**src/rtl/multi_blinky.sv**
```systemverilog
// multi_blinky: NUM_CH independent LED channels (OFF/ON/BLINK/BURST) behind a valid/ready config port.
// Build option MULTI_BLINKY_GLOBAL_SYNC_EN adds sync_i, which restarts every blinking channel at once.

module multi_blinky_ch #(
   parameter int CNT_W        = 24,
   parameter int DEFAULT_HALF = 12_000_000,
   parameter int BURST_W      = 4,
   parameter int GAP_HALVES   = 4
) (
   input  logic               clk_i,
   input  logic               rst_i,
   input  logic               wr_i,
   input  logic               sync_i,
   input  logic [1:0]         mode_i,
   input  logic [CNT_W-1:0]   half_i,
   input  logic [BURST_W-1:0] burst_i,
   output logic               led_o,
   output logic               toggle_o
);
   localparam int GAP_W = (GAP_HALVES > 1) ? $clog2(GAP_HALVES) : 1;

   typedef enum logic [1:0] {M_OFF, M_ON, M_BLINK, M_BURST} mode_e;
   typedef enum logic [1:0] {B_HI, B_LO, B_GAP} bst_e;

   mode_e              mode_q, mode_d;
   bst_e               bst_q, bst_d;
   logic [CNT_W-1:0]   half_q, half_d, cnt_q, cnt_d;
   logic [BURST_W-1:0] burst_q, burst_d, idx_q, idx_d, idx_inc;
   logic [GAP_W-1:0]   gap_q, gap_d;
   logic               led_q, led_d, tog_q, tog_d;
   logic               run, run_new;

   always_comb begin
      mode_d  = mode_q;
      half_d  = half_q;
      burst_d = burst_q;
      cnt_d   = cnt_q;
      bst_d   = bst_q;
      idx_d   = idx_q;
      gap_d   = gap_q;
      led_d   = led_q;
      idx_inc = idx_q + BURST_W'(1);
      // A BURST channel with zero pulses is parked exactly like OFF.
      run     = (mode_q == M_BLINK) || ((mode_q == M_BURST) && (burst_q != '0));
      if (wr_i) begin
         mode_d  = mode_e'(mode_i);
         half_d  = (half_i == '0) ? CNT_W'(1) : half_i;
         burst_d = burst_i;
      end
      run_new = (mode_d == M_BLINK) || ((mode_d == M_BURST) && (burst_d != '0));
      if (wr_i || (sync_i && run)) begin
         // Restart takes priority over any tick due this cycle.
         cnt_d = half_d - CNT_W'(1);
         bst_d = B_HI;
         idx_d = '0;
         gap_d = '0;
         led_d = (mode_d == M_ON) || run_new;
      end else if (run) begin
         if (cnt_q != '0) begin
            cnt_d = cnt_q - CNT_W'(1);
         end else begin
            cnt_d = half_q - CNT_W'(1);
            if (mode_q == M_BLINK) begin
               led_d = ~led_q;
            end else begin
               case (bst_q)
                  B_HI: begin
                     led_d = 1'b0;
                     bst_d = B_LO;
                  end
                  B_LO: begin
                     idx_d = idx_inc;
                     if (idx_inc == burst_q) begin
                        bst_d = B_GAP;
                        gap_d = '0;
                     end else begin
                        led_d = 1'b1;
                        bst_d = B_HI;
                     end
                  end
                  B_GAP: begin
                     if (gap_q == GAP_W'(GAP_HALVES - 1)) begin
                        led_d = 1'b1;
                        idx_d = '0;
                        bst_d = B_HI;
                     end else begin
                        gap_d = gap_q + GAP_W'(1);
                     end
                  end
                  default: bst_d = B_HI;
               endcase
            end
         end
      end
      tog_d = led_d ^ led_q;
   end

   always_ff @(posedge clk_i) begin
      if (rst_i) begin
         mode_q  <= M_BLINK;
         half_q  <= CNT_W'(DEFAULT_HALF);
         burst_q <= BURST_W'(1);
         cnt_q   <= CNT_W'(DEFAULT_HALF - 1);
         bst_q   <= B_HI;
         idx_q   <= '0;
         gap_q   <= '0;
         led_q   <= 1'b0;
         tog_q   <= 1'b0;
      end else begin
         mode_q  <= mode_d;
         half_q  <= half_d;
         burst_q <= burst_d;
         cnt_q   <= cnt_d;
         bst_q   <= bst_d;
         idx_q   <= idx_d;
         gap_q   <= gap_d;
         led_q   <= led_d;
         tog_q   <= tog_d;
      end
   end

   assign led_o    = led_q;
   assign toggle_o = tog_q;
endmodule

module multi_blinky #(
   parameter int NUM_CH       = 4,
   parameter int CNT_W        = 24,
   parameter int DEFAULT_HALF = 12_000_000,
   parameter int BURST_W      = 4,
   parameter int GAP_HALVES   = 4,
   localparam int CH_W        = (NUM_CH > 1) ? $clog2(NUM_CH) : 1
) (
   input  logic               clk_i,
   input  logic               rst_i,
`ifdef MULTI_BLINKY_GLOBAL_SYNC_EN
   input  logic               sync_i,
`endif
   input  logic               cfg_valid_i,
   output logic               cfg_ready_o,
   input  logic [CH_W-1:0]    cfg_ch_i,
   input  logic [1:0]         cfg_mode_i,
   input  logic [CNT_W-1:0]   cfg_half_i,
   input  logic [BURST_W-1:0] cfg_burst_i,
   output logic [NUM_CH-1:0]  led_o,
   output logic [NUM_CH-1:0]  toggle_o
);
   logic rdy_q;
   logic fire;
   logic sync;

   always_ff @(posedge clk_i) begin
      if (rst_i) rdy_q <= 1'b0;
      else       rdy_q <= 1'b1;
   end

   assign cfg_ready_o = rdy_q;
   assign fire        = cfg_valid_i && rdy_q;
`ifdef MULTI_BLINKY_GLOBAL_SYNC_EN
   assign sync = sync_i;
`else
   assign sync = 1'b0;
`endif

   // Out-of-range channel numbers match no instance, so the write is simply dropped.
   for (genvar i = 0; i < NUM_CH; i++) begin : g_ch
      multi_blinky_ch #(
         .CNT_W        (CNT_W),
         .DEFAULT_HALF (DEFAULT_HALF),
         .BURST_W      (BURST_W),
         .GAP_HALVES   (GAP_HALVES)
      ) u_ch (
         .clk_i    (clk_i),
         .rst_i    (rst_i),
         .wr_i     (fire && (cfg_ch_i == CH_W'(i))),
         .sync_i   (sync),
         .mode_i   (cfg_mode_i),
         .half_i   (cfg_half_i),
         .burst_i  (cfg_burst_i),
         .led_o    (led_o[i]),
         .toggle_o (toggle_o[i])
      );
   end
endmodule

```
**config.mk**
```make
export PLATFORM = sky130hd
export DESIGN_NAME = multi_blinky
export DESIGN_NICKNAME = d
export VERILOG_FILES = /design/src/rtl/multi_blinky.sv
export SDC_FILE = /design/constraint.sdc
export NUM_CORES = 1
export LEC_CHECK = 0
export BUFFER_PORTS_ARGS = -buffer_cell sky130_fd_sc_hd__buf_4
export CORE_MARGIN = 1
export CORE_UTILIZATION = 60
export CTS_CLUSTER_DIAMETER = 150
export CTS_CLUSTER_SIZE = 20
export DETAILED_ROUTE_END_ITERATION = 10
export GPL_TIMING_DRIVEN = 0
export HOLD_SLACK_MARGIN = 0.02
export PLACE_DENSITY_LB_ADDON = 0.12
export SYNTH_ARGS = -nofsm -noshare
export SYNTH_HDL_FRONTEND = slang
export SYNTH_SLANG_ARGS = --single-unit
```
**constraint.sdc**
```tcl
create_clock -name clk_i -period 6.42 [get_ports clk_i]
set_clock_uncertainty 0.15 [all_clocks]
set_input_delay 0.321 -clock clk_i [delete_from_list [all_inputs] [get_ports clk_i]]
set_output_delay 0.321 -clock clk_i [all_outputs]
set_load 0.01 [all_outputs]
```
==> results.cfg <==
[status]
status = completed

[yosys]
syn_area_per_cell_sq_um = 7.47
post-synth-top-area-cell = dfxtp_1
ys_async_sr_fraction_pct = 0
mappedNetlistArea_sq_um = 14200
ys_seq_area_share_pct = 36.2
yosys_warnings = 0
synth-seq-cells = 257
syn-num-nets = 1966
ys.flop_type = dfxtp_1
synth_cell_types = 76
syn_inst = 1903
synthTopCellsByArea = dfxtp_1 36%, nand2_1 8.1%, a21oi_1 6.4%
synth_edf_count = 0
yosysTopAreaCellShare_pct = 36.2

[clocking]
cts_buffer_depth = 3
cts.sinks = 257
clk_pin_slew_ns = 0.09
numCtsBuffers = 16
root_buffer = clkbuf_16
cts_tree = done
ctsHtreeMaxLevel = 1
cts_setup_buffers = 0
clock_latency_ns = 0.52

[floorplanning]
die_h_microns = 156
dieArea_sq_um = 24300
rows = 55
ios = 44
die_w_microns = 156
start_util_pct = 62.0
coreArea_sq_um = 22900

[finish]
syn_to_final_growth_pct = 8.55
final_common_cell = nand2_1
nets = 2031
drive_gt1_share_pct = 5.54
final_area_sq_um = 15400
layout_common_cells = 307 x nand2_1, 257 x dfxtp_1, 214 x nor2_1

[timing]
fin_tns_setup_ns = 0
finalSetupViolCount = 0
fin_crit_ns = 5.55
whs_ns = 0.0364
slew_violations = 0
period_share_pct = 86.4
rsz0062_at_grt = no
worst_pin_slew_ns = 1.10
max_slew_margin_pct = 26.5
hold_violations = 0
fmax_mhz = 180

[global_routing]
grt_max_degree = 21
grt_pass1_vias = 14000
grt_first_pass_wirelength_microns = 79900
antenna_found_initial = 1
overflow = 0
grt.total_usage_pct = 43.2

[setup_path]
ff2ff_path_depth = 15
required_ns = 6.64
r2r_end = g_ch[1].u_ch.cnt_q[20]$_SDFFE_PP1P_
timing.rr.start = cfg_ready_o$_DFF_P_
path_class = flop to flop
critPathCaptureType = flop
start_kind = flop
crit_fanout = 10
regToRegSetupSlack_ns = 0.87
cp.arrival_ns = 5.77

[detailed_routing]
ant_nets = 0
dr_total_vias = 15200
wl_microns = 53000
drt_iter0_drc = 2168
avgRoutedWirePerCell_microns = 23.2
drc = 0
viasPerCell = 6.65
first_pass_iters = 6

[worst_hold_path]
hold_path_startpoint = cfg_mode_i[1]
holdPathStages = 3
worstHoldEndpoint = g_ch[2].u_ch.mode_q[1]$_SDFF_PP1_
min_path_type = primary input to flop

[placement]
postPlaceCellArea_sq_um = 14800
dp_hpwl_microns = 37000
port_buffers = 32
gp_congestion = 0.992

[pwr]
power_density_nw_per_um2 = 208
vdd_drop_max_mv = 0.214
p_leak_nw = 5.55

[job]
drv_cap = 0
[cells by family after synthesis]
logic type	Yosys count	share of synthesized area, %
AND/OR/NAND/NOR	861	28.3
AO/OA/AOI/OAI	490	21.4
flip-flops	257	36.2
buffers and inverters	158	4.56
XOR/XNOR	94	6.01
adder cells (fa/ha/maj)	28	2.47
multiplexers	15	1.09
[per-stage QoR]
stage | power (W) | util [%] | setup WS (ns) | std cells
after detailed placement | 0.00217 | 64.8 | 1.13 | 2248
after global routing | 0.00329 | 67.3 | 0.586 | 2282
final | 0.00321 | 67.3 | 0.870 | 2282
after CTS | 0.00319 | 67.3 | 1.13 | 2281
after global placement | 0.00217 | 64.8 | 1.10 | 2248
after floorplan | 0.00201 | - | 2.63 | 1903
[worst max-delay path: stages, from the launching register on]
cell and delay [ns]:
dfxtp_1 0.33, buf_2 0.26, nand4b_1 0.42, clkbuf_1 0.40
clkbuf_1 0.36, clkbuf_1 0.36, clkbuf_1 0.35, clkbuf_1 0.44
o21ai_0 0.28, ha_1 0.21, o21ai_0 0.17, a211oi_1 0.49
nand4_1 0.45, or3_1 0.49, a21oi_1 0.15, o21ai_1 0.07
[report_power, final]
group          internal, W  switching, W
Combinational     0.000152      0.000304
Sequential         0.00166     0.0000574
Clock             0.000474      0.000567
Total              0.00228      0.000928
[synth_stat cells (7+ instances only)]
library cell / n
a31oi_1: 28
nor2_1: 214
a211oi_1: 28
nand2_1: 307
clkbuf_1: 94
a22oi_1: 7
xor2_1: 41
nand3b_1: 8
ha_1: 28
nor4_1: 35
nor3b_1: 8
and2_1: 9
or4_1: 19
xnor2_1: 51
a21oi_1: 181
nand2b_1: 17
o211ai_1: 30
dfxtp_1: 257
a211o_1: 19
or3_1: 13
o21a_1: 9
mux2i_1: 11
o21ai_0: 105
buf_4: 8
inv_1: 24
buf_1: 12
nand4_1: 15
nor3_1: 83
or2_2: 12
a311oi_1: 10
buf_2: 20
nand3_1: 78
o31ai_1: 12
and3_1: 13
[registers in the layout, summed over array words and instances (netlist names)]
name / cells
g_ch.u_ch.cnt_q: 96
g_ch.u_ch.half_q: 96
g_ch.u_ch.burst_q: 16
g_ch.u_ch.idx_q: 16
g_ch.u_ch.bst_q: 8
g_ch.u_ch.gap_q: 8
g_ch.u_ch.mode_q: 8
g_ch.u_ch.led_o: 4
g_ch.u_ch.toggle_o: 4
cfg_ready_o: 1
[cell type report]
class | count | area, sq um
fill | 2036 | 7490
buffer | 134 | 558
antenna | 1 | 2.50
timing repair buffer | 47 | 390
multi-input combinational | 1488 | 8410
inverter | 24 | 90.1
clock buffer | 17 | 425
tap | 313 | 392
sequential | 257 | 5140
clock inverter | 1 | 5.00
[metal layers]
metal / GRT usage [%] / wire, microns / up-vias
met4: 27.8 / 3750 / 0
met5: 0 / 0 / -
met2: 64.9 / 22300 / 994
met1: 55.0 / 20500 / 7038
met3: 10.8 / 6420 / 240
li1: - / - / 6899
[timing repair]
item | in CTS | in global routing
gates resized for setup | 0 | 0
hold buffers | 15 | 0
endpoints found under the hold margin | 38 | 0
[worst max-delay path by stage]
stage | startpoint | endpoint | slack [ns] | cells past startpoint
4_1_cts | cfg_ready_o$_DFF_P_ | g_ch[1].u_ch.cnt_q[20]$_SDFFE_PP1P_ | 1.13 | 15
6_report | cfg_ready_o$_DFF_P_ | g_ch[1].u_ch.cnt_q[20]$_SDFFE_PP1P_ | 0.87 | 15
5_1_grt | cfg_ready_o$_DFF_P_ | g_ch[1].u_ch.cnt_q[22]$_SDFFE_PP0P_ | 0.59 | 15
3_3_place_gp | cfg_ready_o$_DFF_P_ | g_ch[1].u_ch.cnt_q[20]$_SDFFE_PP1P_ | 1.10 | 15
2_1_floorplan | cfg_ready_o$_DFF_P_ | g_ch[1].u_ch.cnt_q[20]$_SDFFE_PP1P_ | 2.63 | 15
3_5_place_dp | cfg_ready_o$_DFF_P_ | g_ch[1].u_ch.cnt_q[20]$_SDFFE_PP1P_ | 1.13 | 15
Power figures use the tool's default switching activity.
